===== src/rtl/led_glow_pkg.sv =====
// Shared types and helpers for the multi-channel LED glow generator.
package led_glow_pkg;

    typedef enum logic [1:0] {
        MODE_OFF      = 2'b00,
        MODE_SOLID    = 2'b01,
        MODE_GLOW     = 2'b10,
        MODE_GLOW_INV = 2'b11
    } mode_e;

    typedef enum logic {
        DIR_UP   = 1'b0,
        DIR_DOWN = 1'b1
    } dir_e;

    localparam int PRESC_W = 24;

    // (x*level + level) >> w; 32-bit operands cover PWM_W up to 16 without overflow.
    function automatic logic [31:0] scale(input logic [31:0] x, input logic [31:0] level,
                                          input int w);
        return (x * level + level) >> w;
    endfunction

endpackage


===== src/rtl/led_glow_pwm_multi_if.sv =====
// Control/status bundle between the glow generator and its controller.
interface led_glow_pwm_multi_if #(
    parameter int N_CH  = 8,
    parameter int PWM_W = 8
);
    logic              enable;
    logic [2*N_CH-1:0] mode;
    logic [PWM_W-1:0]  max_level;
    logic [N_CH-1:0]   led;
    logic              cycle_tick;

    modport master (output enable, mode, max_level, input led, cycle_tick);
    modport slave  (input enable, mode, max_level, output led, cycle_tick);
endinterface


===== src/rtl/glow_triangle_gen.sv =====
// Prescaled triangle (breathing) level 0..MAX..0 with an end-of-period tick.
module glow_triangle_gen
    import led_glow_pkg::*;
#(
    parameter int PWM_W    = 8,
    parameter int STEP_DIV = 49020
) (
    input  logic             clk,
    input  logic             rst_n,
    input  logic             enable,
    output logic [PWM_W-1:0] level,
    output logic             cycle_tick
);
    localparam logic [PWM_W-1:0]   MAX        = {PWM_W{1'b1}};
    localparam logic [PRESC_W-1:0] PRESC_LAST = PRESC_W'(STEP_DIV - 1);

    logic [PRESC_W-1:0] presc, presc_nxt;
    logic [PWM_W-1:0]   tri_lvl, tri_nxt;
    dir_e               dir, dir_nxt;
    logic               tick_nxt;
    logic               step;

    assign step  = (presc == PRESC_LAST);
    assign level = tri_lvl;

    always_ff @(posedge clk or negedge rst_n) begin
        if (!rst_n) begin
            presc      <= '0;
            tri_lvl    <= '0;
            dir        <= DIR_UP;
            cycle_tick <= 1'b0;
        end else begin
            presc      <= presc_nxt;
            tri_lvl    <= tri_nxt;
            dir        <= dir_nxt;
            cycle_tick <= tick_nxt;
        end
    end

    // Everything holds while disabled, so the waveform resumes where it stopped.
    always_comb begin
        presc_nxt = presc;
        tri_nxt   = tri_lvl;
        dir_nxt   = dir;
        tick_nxt  = 1'b0;
        if (enable) begin
            presc_nxt = step ? '0 : presc + 1'b1;
            if (step) begin
                if (dir == DIR_UP) begin
                    if (tri_lvl == MAX - 1'b1) begin
                        tri_nxt = MAX;
                        dir_nxt = DIR_DOWN;
                    end else begin
                        tri_nxt = tri_lvl + 1'b1;
                    end
                end else begin
                    if (tri_lvl == PWM_W'(1)) begin
                        tri_nxt  = '0;
                        dir_nxt  = DIR_UP;
                        tick_nxt = 1'b1;
                    end else begin
                        tri_nxt = tri_lvl - 1'b1;
                    end
                end
            end
        end
    end

endmodule


===== src/rtl/led_glow_pwm_multi.sv =====
// Multi-channel PWM LED driver: shared frame counter, per-channel mode-selected duty.
module led_glow_pwm_multi
    import led_glow_pkg::*;
#(
    parameter int N_CH     = 8,
    parameter int PWM_W    = 8,
    parameter int STEP_DIV = 49020
) (
    input  logic                  clk_25mhz,
    input  logic                  rst_n,
    led_glow_pwm_multi_if.slave   bus
);
    localparam logic [PWM_W-1:0] MAX = {PWM_W{1'b1}};

    logic [PWM_W-1:0] pwm_cnt_p0;
    logic [PWM_W-1:0] tri_lvl;
    logic             frame_end;

    assign frame_end = (pwm_cnt_p0 == MAX - 1'b1);

    glow_triangle_gen #(
        .PWM_W    (PWM_W),
        .STEP_DIV (STEP_DIV)
    ) u_tri (
        .clk        (clk_25mhz),
        .rst_n      (rst_n),
        .enable     (bus.enable),
        .level      (tri_lvl),
        .cycle_tick (bus.cycle_tick)
    );

    always_ff @(posedge clk_25mhz or negedge rst_n) begin
        if (!rst_n) begin
            pwm_cnt_p0 <= '0;
        end else if (bus.enable) begin
            pwm_cnt_p0 <= frame_end ? '0 : pwm_cnt_p0 + 1'b1;
        end
    end

    for (genvar i = 0; i < N_CH; i++) begin : g_ch
        logic [PWM_W-1:0] duty_sel;
        logic [PWM_W-1:0] duty_p0;
        logic             led_p1;

        always_comb begin
            duty_sel = '0;
            case (mode_e'(bus.mode[2*i +: 2]))
                MODE_SOLID:    duty_sel = bus.max_level;
                MODE_GLOW:     duty_sel = PWM_W'(scale(32'(tri_lvl), 32'(bus.max_level), PWM_W));
                MODE_GLOW_INV: duty_sel = PWM_W'(scale(32'(MAX - tri_lvl), 32'(bus.max_level),
                                                       PWM_W));
                default:       duty_sel = '0;
            endcase
        end

        // ---- stage p0 -> p1: duty reloads only on the frame boundary; compare is registered
        always_ff @(posedge clk_25mhz or negedge rst_n) begin
            if (!rst_n) begin
                duty_p0 <= '0;
                led_p1  <= 1'b0;
            end else begin
                if (!bus.enable) begin
                    duty_p0 <= '0;
                end else if (frame_end) begin
                    duty_p0 <= duty_sel;
                end
                led_p1 <= bus.enable & (pwm_cnt_p0 < duty_p0);
            end
        end

        assign bus.led[i] = led_p1;
    end

endmodule


===== src/flat_wrapper.sv =====
// flat-port wrapper written by rule: the top's interface ports become plain ports
module led_glow_pwm_multi_flat import led_glow_pkg::*;
#(
    parameter int N_CH     = 8,
    parameter int PWM_W    = 8,
    parameter int STEP_DIV = 49020
)
  (clk_25mhz, rst_n, bus_enable, bus_mode, bus_max_level, bus_led, bus_cycle_tick);
  led_glow_pwm_multi_if #(.N_CH(N_CH), .PWM_W(PWM_W)) bus_i ();
  input  logic clk_25mhz;
  input  logic rst_n;
  input wire logic [$bits(bus_i.enable)-1:0] bus_enable;
  input wire logic [$bits(bus_i.mode)-1:0] bus_mode;
  input wire logic [$bits(bus_i.max_level)-1:0] bus_max_level;
  output wire logic [$bits(bus_i.led)-1:0] bus_led;
  output wire logic [$bits(bus_i.cycle_tick)-1:0] bus_cycle_tick;
  assign bus_i.enable = bus_enable;
  assign bus_i.mode = bus_mode;
  assign bus_i.max_level = bus_max_level;
  assign bus_led = bus_i.led;
  assign bus_cycle_tick = bus_i.cycle_tick;
  led_glow_pwm_multi #(.N_CH(N_CH), .PWM_W(PWM_W), .STEP_DIV(STEP_DIV)) u_core (.clk_25mhz(clk_25mhz), .rst_n(rst_n), .bus(bus_i));
endmodule

===== config.mk =====
export PLATFORM = sky130hd
export DESIGN_NAME = led_glow_pwm_multi_flat
export DESIGN_NICKNAME = d
export VERILOG_FILES = /design/src/rtl/led_glow_pkg.sv /design/src/rtl/led_glow_pwm_multi_if.sv /design/src/rtl/glow_triangle_gen.sv /design/src/rtl/led_glow_pwm_multi.sv /design/src/flat_wrapper.sv
export SDC_FILE = /design/constraint.sdc
export NUM_CORES = 1
export LEC_CHECK = 0
export BUFFER_PORTS_ARGS = -buffer_cell sky130_fd_sc_hd__buf_2
export CORE_ASPECT_RATIO = 1.25
export CORE_MARGIN = 1
export CORE_UTILIZATION = 45
export CTS_CLUSTER_DIAMETER = 120
export DETAILED_ROUTE_END_ITERATION = 10
export PLACE_DENSITY = 0.59
export SYNTH_ARGS = -nofsm -noshare
export SYNTH_HDL_FRONTEND = slang
export SYNTH_SLANG_ARGS = --single-unit

===== constraint.sdc =====
create_clock -name clk_25mhz -period 6.8 [get_ports clk_25mhz]
set_input_delay 0.68 -clock clk_25mhz [delete_from_list [all_inputs] [get_ports clk_25mhz]]
set_output_delay 0.68 -clock clk_25mhz [all_outputs]
set_load 0.01 [all_outputs]

==> results of run 1 <==
-- where the power goes --
part           internal, µW  switching [µW]  total [µW]
sequential              734            87.6         821
clock                   564             325         889
combinational           664            1130        1800
total                  1960            1550        3510
-- registers in the layout, indices dropped and copies added (netlist names) --
signal and count:
u_core.u_tri.dir 1, u_core.u_tri.cycle_tick 1, u_core.g_ch.led_p1 8, u_core.g_ch.duty_p0 64
u_core.pwm_cnt_p0 8, u_core.u_tri.presc 24, u_core.u_tri.level 8
-- metrics by stage --
step / hold WS, ns / setup WS [ns] / utilization / std cells / power (µW)
after global routing: 0.327 / 0.717 / 0.503 / 1657 / 3740
after detailed placement: 0.470 / 0.589 / 0.480 / 1625 / 2600
after CTS: 0.299 / 0.993 / 0.503 / 1657 / 3500
after global placement: 0.480 / 0.692 / 0.480 / 1625 / 2570
after floorplan: 0.384 / 1.34 / - / 1303 / 1930
final: 0.282 / 0.998 / 0.503 / 1657 / 3510
-- Yosys cell counts, types with 36 or more instances --
| cell type | instances | area share |
|---|---|---|
| fa_1 | 86 | 0.15 |
| a22oi_1 | 50 | 0.032 |
| dfrtp_1 | 114 | 0.24 |
| ha_1 | 127 | 0.13 |
| nor2_1 | 103 | 0.033 |
| o21ai_0 | 46 | 0.020 |
| nand3_1 | 37 | 0.016 |
| o221ai_1 | 44 | 0.033 |
| clkbuf_1 | 42 | 0.013 |
| a21oi_1 | 36 | 0.015 |
| inv_1 | 158 | 0.050 |
| nand2_1 | 84 | 0.027 |
-- area by class of cell --
| cell class | count | area share |
|---|---|---|
| Clock buffer | 22 | 0.0369 |
| Sequential cell | 114 | 0.222 |
| Tap cell | 335 | 0.0326 |
| Timing Repair Buffer | 60 | 0.0285 |
| Clock inverter | 10 | 0.00838 |
| Multi-Input combinational cell | 951 | 0.623 |
| Inverter | 165 | 0.0482 |
-- metal layers --
| layer | up-vias | wire length, µm | GRT usage |
|---|---|---|---|
| met3 | 67 | 1420 | 0.0353 |
| met5 | - | 0 | 0 |
| met4 | 0 | 1030 | 0.107 |
| met1 | 4926 | 14700 | 0.339 |
| met2 | 288 | 16500 | 0.445 |
| li1 | 4575 | - | - |
-- how the worst max path moves through the flow --
| stage | startpoint | to | slack (ns) |
|---|---|---|---|
| 2_1_floorplan | bus_max_level[3] | u_core.g_ch[0].duty_p0[5] | 1.34 |
| 3_3_place_gp | bus_max_level[6] | u_core.g_ch[4].duty_p0[5] | 0.69 |
| 3_5_place_dp | bus_max_level[6] | u_core.g_ch[1].duty_p0[5] | 0.59 |
| 4_1_cts | bus_max_level[6] | u_core.g_ch[1].duty_p0[5] | 0.99 |
| 5_1_grt | bus_max_level[6] | u_core.g_ch[1].duty_p0[5] | 0.72 |
| 6_report | bus_max_level[5] | u_core.g_ch[1].duty_p0[5] | 1.0 |
-- worst max-delay path, stage by stage --
cell       delay, ns
buf_2           0.37
clkinv_1        0.42
nor2_1          0.24
fa_1            0.48
fa_1            0.52
fa_1            0.55
inv_1           0.06
fa_1            0.54
inv_1           0.05
ha_1            0.35
o21ai_1         0.28
a21oi_1         0.13
a22o_4          0.27
and4_4          0.20
a2111oi_4       0.72
o221ai_1        0.20
-- logic make-up (layout without fill, tap and decap cells) --
group | Yosys count | in the layout | synth area share
adders and majority gates | 213 | 213 | 0.281
DFF | 114 | 114 | 0.242
muxes | 16 | 16 | 0.0138
and+or+nand+nor | 370 | 370 | 0.155
xor gates and xnor gates | 40 | 40 | 0.0319
AOI/OAI and AO/OA | 312 | 312 | 0.196
buffers and inverters | 238 | 257 | 0.0809
==> impl_results.md, run 1 <==
* Fillers at 2511
* IO buf count at 35
* CP Max Fanout at 18
* Seq/Total Area, Yosys at 0.242
* Worst-path clk slew at 0.05 ns
* Register Area at 2850 µm²
* Critical path data required time at 7.07 ns
* Detail Route Antenna Nets at 0
* Peak VDD IR at 0.270 mV
* Root Driver: clkbuf_16
* Crit Path Class: input port to register
* Setup Fix Bufs, Post-CTS at 0
* TritonCTS Buffers at 17
* Startpoint types: input port
* Worst clock skew at 0.00560 ns
* Post-Syn Nets at 1543
* PwrDens at 273 nW/µm²
* CTS tree: done
* Layout Area Growth over Synthesis at 8.80%
* Mean Syn Cell Area at 9.06 µm²
* Synth warn at 0
* #FFs+latches synth at 114
* RePlAce Congestion at 0.868
* Critical R2R Launch: u_core.u_tri.level[3]
* Die Span X at 147 µm
* Hold-fix buffers, CTS at 0
* Slew @ Worst Pin at 1.17 ns
* Ys async rst share at 1.00
* Post-cts resize count at 0
* Largest net degree at the start of global routing at 67
* FMAX at 0.172 GHz
* Initial core utilization at 0.462
* Minimum clock period at 5.80 ns
* Final Max Slew Viols at 0
* Tot GR Track Use at 0.263
* Outcome: completed
* RSZ-0062 raised after global routing: no
* DIE HEIGHT at 183 µm
* Commonest cells after routing, fill and taps aside: inv_1, ha_1, dfrtp_1
* Hold WC Path Type: input port to async pin
* Cells after synthesis at 1303
* Reg2Reg Depth at 14
* Wirelength, routed at 33700 µm
* Grt total ovfl at 0
* Crit end category: register
* Setup TNS Final at 0 ns
* EDFF count, synth at 0
* Slew margin rel. at 0.214
* Initial DRC count at 630
* DP Area at 12300 µm²
* Area of the multi-input gates at 8000 µm²
* Die ar. at 26900 µm²
* Post-synth cell types at 77
* Ant diodes at 0
* Nets at 1549
* Clk_lat worst skew at 0.43 ns
* Maximum capacitance violations at 0
* H-tree depth at 4
* Data arrival time of the critical path at 6.07 ns
* DR vias/cell at 5.95
* # rows at 65
* DR DRC count at 0
* Commonest non-fill, non-tap cell in the layout: inv_1
* Core area at 25500 µm²
* Pleak at 0.00584 µW
* Drt first pass iters at 5
* First-pass GRT wire length at 54100 µm
* Reg-to-reg endpoint: u_core.g_ch[1].duty_p0[5]
* Reg2reg setup slack at 1.24 ns
* Mapped Area at 11800 µm²
* Fraction of layout cells with a size suffix above 1 at 0.0900
* WL per Instance at 20.3 µm
* Clock Tree Buf Depth at 2
* Fin crit share at 0.853
* Final HPWL DP at 24500 µm
* Final instance area at 12800 µm²
* Setup violators final at 0
* Most common flop cell mapped by yosys: dfrtp_1
* Final Hold Vio Count at 0
* Top-Level Pins at 36
* Initial antenna violation count at 0
* Via count at 9856
* Vias in the first global route at 9852
* Clock tree sinks at 114
Note: power is estimated with default switching activity, not from simulation.
==> inputs of run 2 (changes only) <==
--- a/config.mk
+++ b/config.mk
@@ -6,12 +6,14 @@
 export NUM_CORES = 1
 export LEC_CHECK = 0
 export BUFFER_PORTS_ARGS = -buffer_cell sky130_fd_sc_hd__buf_2
+export CELL_PAD_IN_SITES_DETAIL_PLACEMENT = 0
+export CELL_PAD_IN_SITES_GLOBAL_PLACEMENT = 2
 export CORE_ASPECT_RATIO = 1.25
 export CORE_MARGIN = 1
-export CORE_UTILIZATION = 45
+export CORE_UTILIZATION = 41
 export CTS_CLUSTER_DIAMETER = 120
 export DETAILED_ROUTE_END_ITERATION = 10
-export PLACE_DENSITY = 0.59
+export PLACE_DENSITY = 0.8
 export SYNTH_ARGS = -nofsm -noshare
 export SYNTH_HDL_FRONTEND = slang
 export SYNTH_SLANG_ARGS = --single-unit
==> run 2 against run 1 <==
Against the previous run: the flow now finishes with violations (DRC); sequential share of layout area shrank 0.099 points; count of clock-buffer cells in the layout is the same; power grew 0.66%; largest power group unchanged.
==> impl_results.md, run 2 (synthesized netlist as in run 1, its figures left out) <==
* Nets at 1553 (+0.26%)
* Hold Slack at 0.255 ns (-0.0277 ns)
* Die Span X at 154 µm (+4.7%)
* Top-Level Pins at 36 (unchanged)
* Hold WC Path Type: input port to async pin
* Die ar. at 29500 µm² (+9.6%)
* DIE HEIGHT at 192 µm (+4.7%)
* Clock Tree Buf Depth at 2 (unchanged)
* Final HPWL DP at 25700 µm (+5.0%)
* Clk_lat worst skew at 0.43 ns (about the same)
* Largest net degree at the start of global routing at 73 (+9.0%)
* Initial core utilization at 0.415 (-0.0466)
* Clock tree sinks at 114 (unchanged)
* Top Registers: u_core.g_ch.duty_p0: 64 flops, u_core.u_tri.presc: 24 flops
* PwrDens at 274 nW/µm² (+0.21%)
* CP Max Fanout at 18 (unchanged)
* Initial antenna violation count at 1 (+1)
* Largest register FFs at 64 (unchanged)
* Outcome: finished, violations left
* Slew margin rel. at 0.149 (-0.0642)
* Slew @ Worst Pin at 1.26 ns (+0.0954 ns)
* H-tree depth at 4 (unchanged)
* Metal1 wirelength at 15200 µm (+3.4%)
* DR DRC count at 2 (+2)
* Failing checks: DRC
* Hold-fix buffers, CTS at 0 (unchanged)
* Final Max Slew Viols at 0 (unchanged)
* Core area at 28400 µm² (+11%)
* Setup violators final at 0 (unchanged)
* Grt total ovfl at 0 (unchanged)
* RePlAce Congestion at 0.850 (-2.1%)
* Minimum clock period at 5.58 ns (-0.226 ns)
* Crit path launch: bus_max_level[7]
* Peak VDD IR at 0.238 mV (-12%)
* Initial DRC count at 562 (-11%)
* IO buf count at 35 (unchanged)
* Vias in the first global route at 9906 (+0.55%)
* Most flops, register: u_core.g_ch.duty_p0
* Data arrival time of the critical path at 5.85 ns (-0.22 ns)
* CTS tree: done
* Worst Setup EP: u_core.g_ch[4].duty_p0[5]
* Commonest cells after routing, fill and taps aside: inv_1, ha_1, dfrtp_1
* Final Hold Vio Count at 0 (unchanged)
* Layout Area Growth over Synthesis at 9.29%
* Setup Fix Bufs, Post-CTS at 0 (unchanged)
* Met2 WL at 17500 µm (+6.1%)
* RSZ-0062 raised after global routing: no
* TritonCTS Buffers at 17 (unchanged)
* Drt first pass iters at 10 (+5)
* Worst slack, placed at 0.721 ns (+0.132 ns)
* Fin crit share at 0.820 (-0.0332)
* Startpoint types: input port
* Critical R2R Launch: u_core.u_tri.level[6]
* Reg2Reg Depth at 15 (+1)
* Tot GR Track Use at 0.253 (-0.0105)
* # rows at 69 (+6.2%)
* Fraction of layout cells with a size suffix above 1 at 0.0928 (+0.00275)
* Worst clock skew at 0.00825 ns (+0.00265 ns)
* Fillers at 2765 (+10%)
* DR vias/cell at 5.81 (-2.3%)
* Crit Path Class: input port to register
* First-pass GRT wire length at 56500 µm (+4.5%)
* Critical path data required time at 7.07 ns (about the same)
* Setup TNS Final at 0 ns (unchanged)
* Reg-to-reg endpoint: u_core.g_ch[1].duty_p0[7]
* Root Driver: clkbuf_16
* WL per Instance at 20.9 µm (+2.9%)
* Detail Route Antenna Nets at 0 (unchanged)
* Wirelength, routed at 35200 µm (+4.5%)
* Commonest non-fill, non-tap cell in the layout: inv_1
* Worst-path clk slew at 0.06 ns (about the same)
* DP Area at 12300 µm² (+0.45%)
* DR top layer: met4
* Pleak at 0.00586 µW (+0.34%)
* Post-cts resize count at 0 (unchanged)
* Final instance area at 12900 µm² (+0.45%)
* Met3 wire len at 1320 µm (-6.8%)
* Overall power at 3530 µW (+0.66%)
* Maximum capacitance violations at 0 (unchanged)
* Reg2reg setup slack at 1.31 ns (+0.07 ns)
* FMAX at 0.179 GHz (+4.1%)
* Crit end category: register
* PnR worst setup slack at 1.22 ns (+0.226 ns)
* Via count at 9777 (-0.80%)
run 2: cell count changes in the layout (fill, tap and decap cells not counted):
cell	change
buf_4	+4
diode_2	+1
run 2: metal layers:
| layer | global-route usage | up-vias |
|---|---|---|
| met3 | 0.0300 | 64 |
| li1 | - | 4582 |
| met5 | 0 | - |
| met4 | 0.0969 | 0 |
| met2 | 0.438 | 234 |
| met1 | 0.322 | 4897 |
run 2: metrics by stage:
step | utilization | instances
2_1_floorplan | - | 1303
3_3_place_gp | 0.434 | 1649
3_5_place_dp | 0.434 | 1649
4_1_cts | 0.454 | 1681
5_1_grt | 0.454 | 1682
6_report | 0.454 | 1682
run 2: worst min path at each step:
stage,startpoint,end,slack [ns],cells past startpoint
after CTS,rst_n,u_core.pwm_cnt_p0[2],0.27,1
after detailed placement,u_core.u_tri.presc[23],u_core.u_tri.presc[23],0.47,1
after floorplan,rst_n,u_core.g_ch[0].duty_p0[0],0.38,0
after global routing,rst_n,u_core.u_tri.presc[17],0.30,1
final,rst_n,u_core.u_tri.presc[15],0.25,1
after global placement,u_core.u_tri.presc[23],u_core.u_tri.presc[23],0.47,1
run 2: worst max-delay path, cell delays in order:
cell	delay [ns]
buf_2	0.30
clkinv_1	0.40
nor2_1	0.26
fa_1	0.44
fa_1	0.52
fa_1	0.54
inv_1	0.06
fa_1	0.52
inv_1	0.04
ha_1	0.35
o21ai_1	0.27
a21oi_1	0.13
a22o_4	0.27
and4_4	0.20
a2111oi_4	0.67
o221ai_1	0.20
run 2: cell type report:
| type | count | area (µm²) | share of cell area |
|---|---|---|---|
| Antenna cell | 1 | 2.50 | 0.000194 |
| Clock buffer | 22 | 474 | 0.0368 |
| Clock inverter | 10 | 108 | 0.00834 |
| Inverter | 165 | 619 | 0.0480 |
| Multi-Input combinational cell | 951 | 8000 | 0.620 |
| Sequential cell | 114 | 2850 | 0.221 |
| Tap cell | 355 | 444 | 0.0344 |
| Timing Repair Buffer | 64 | 395 | 0.0307 |
run 2: power breakdown:
part	internal, µW	switching (µW)	total, µW	leakage, µW
sequential	734	72.6	806	0.00155
combinational	668	1150	1820	0.00403
clock	564	338	902	0.000282
total	1970	1560	3530	0.00586
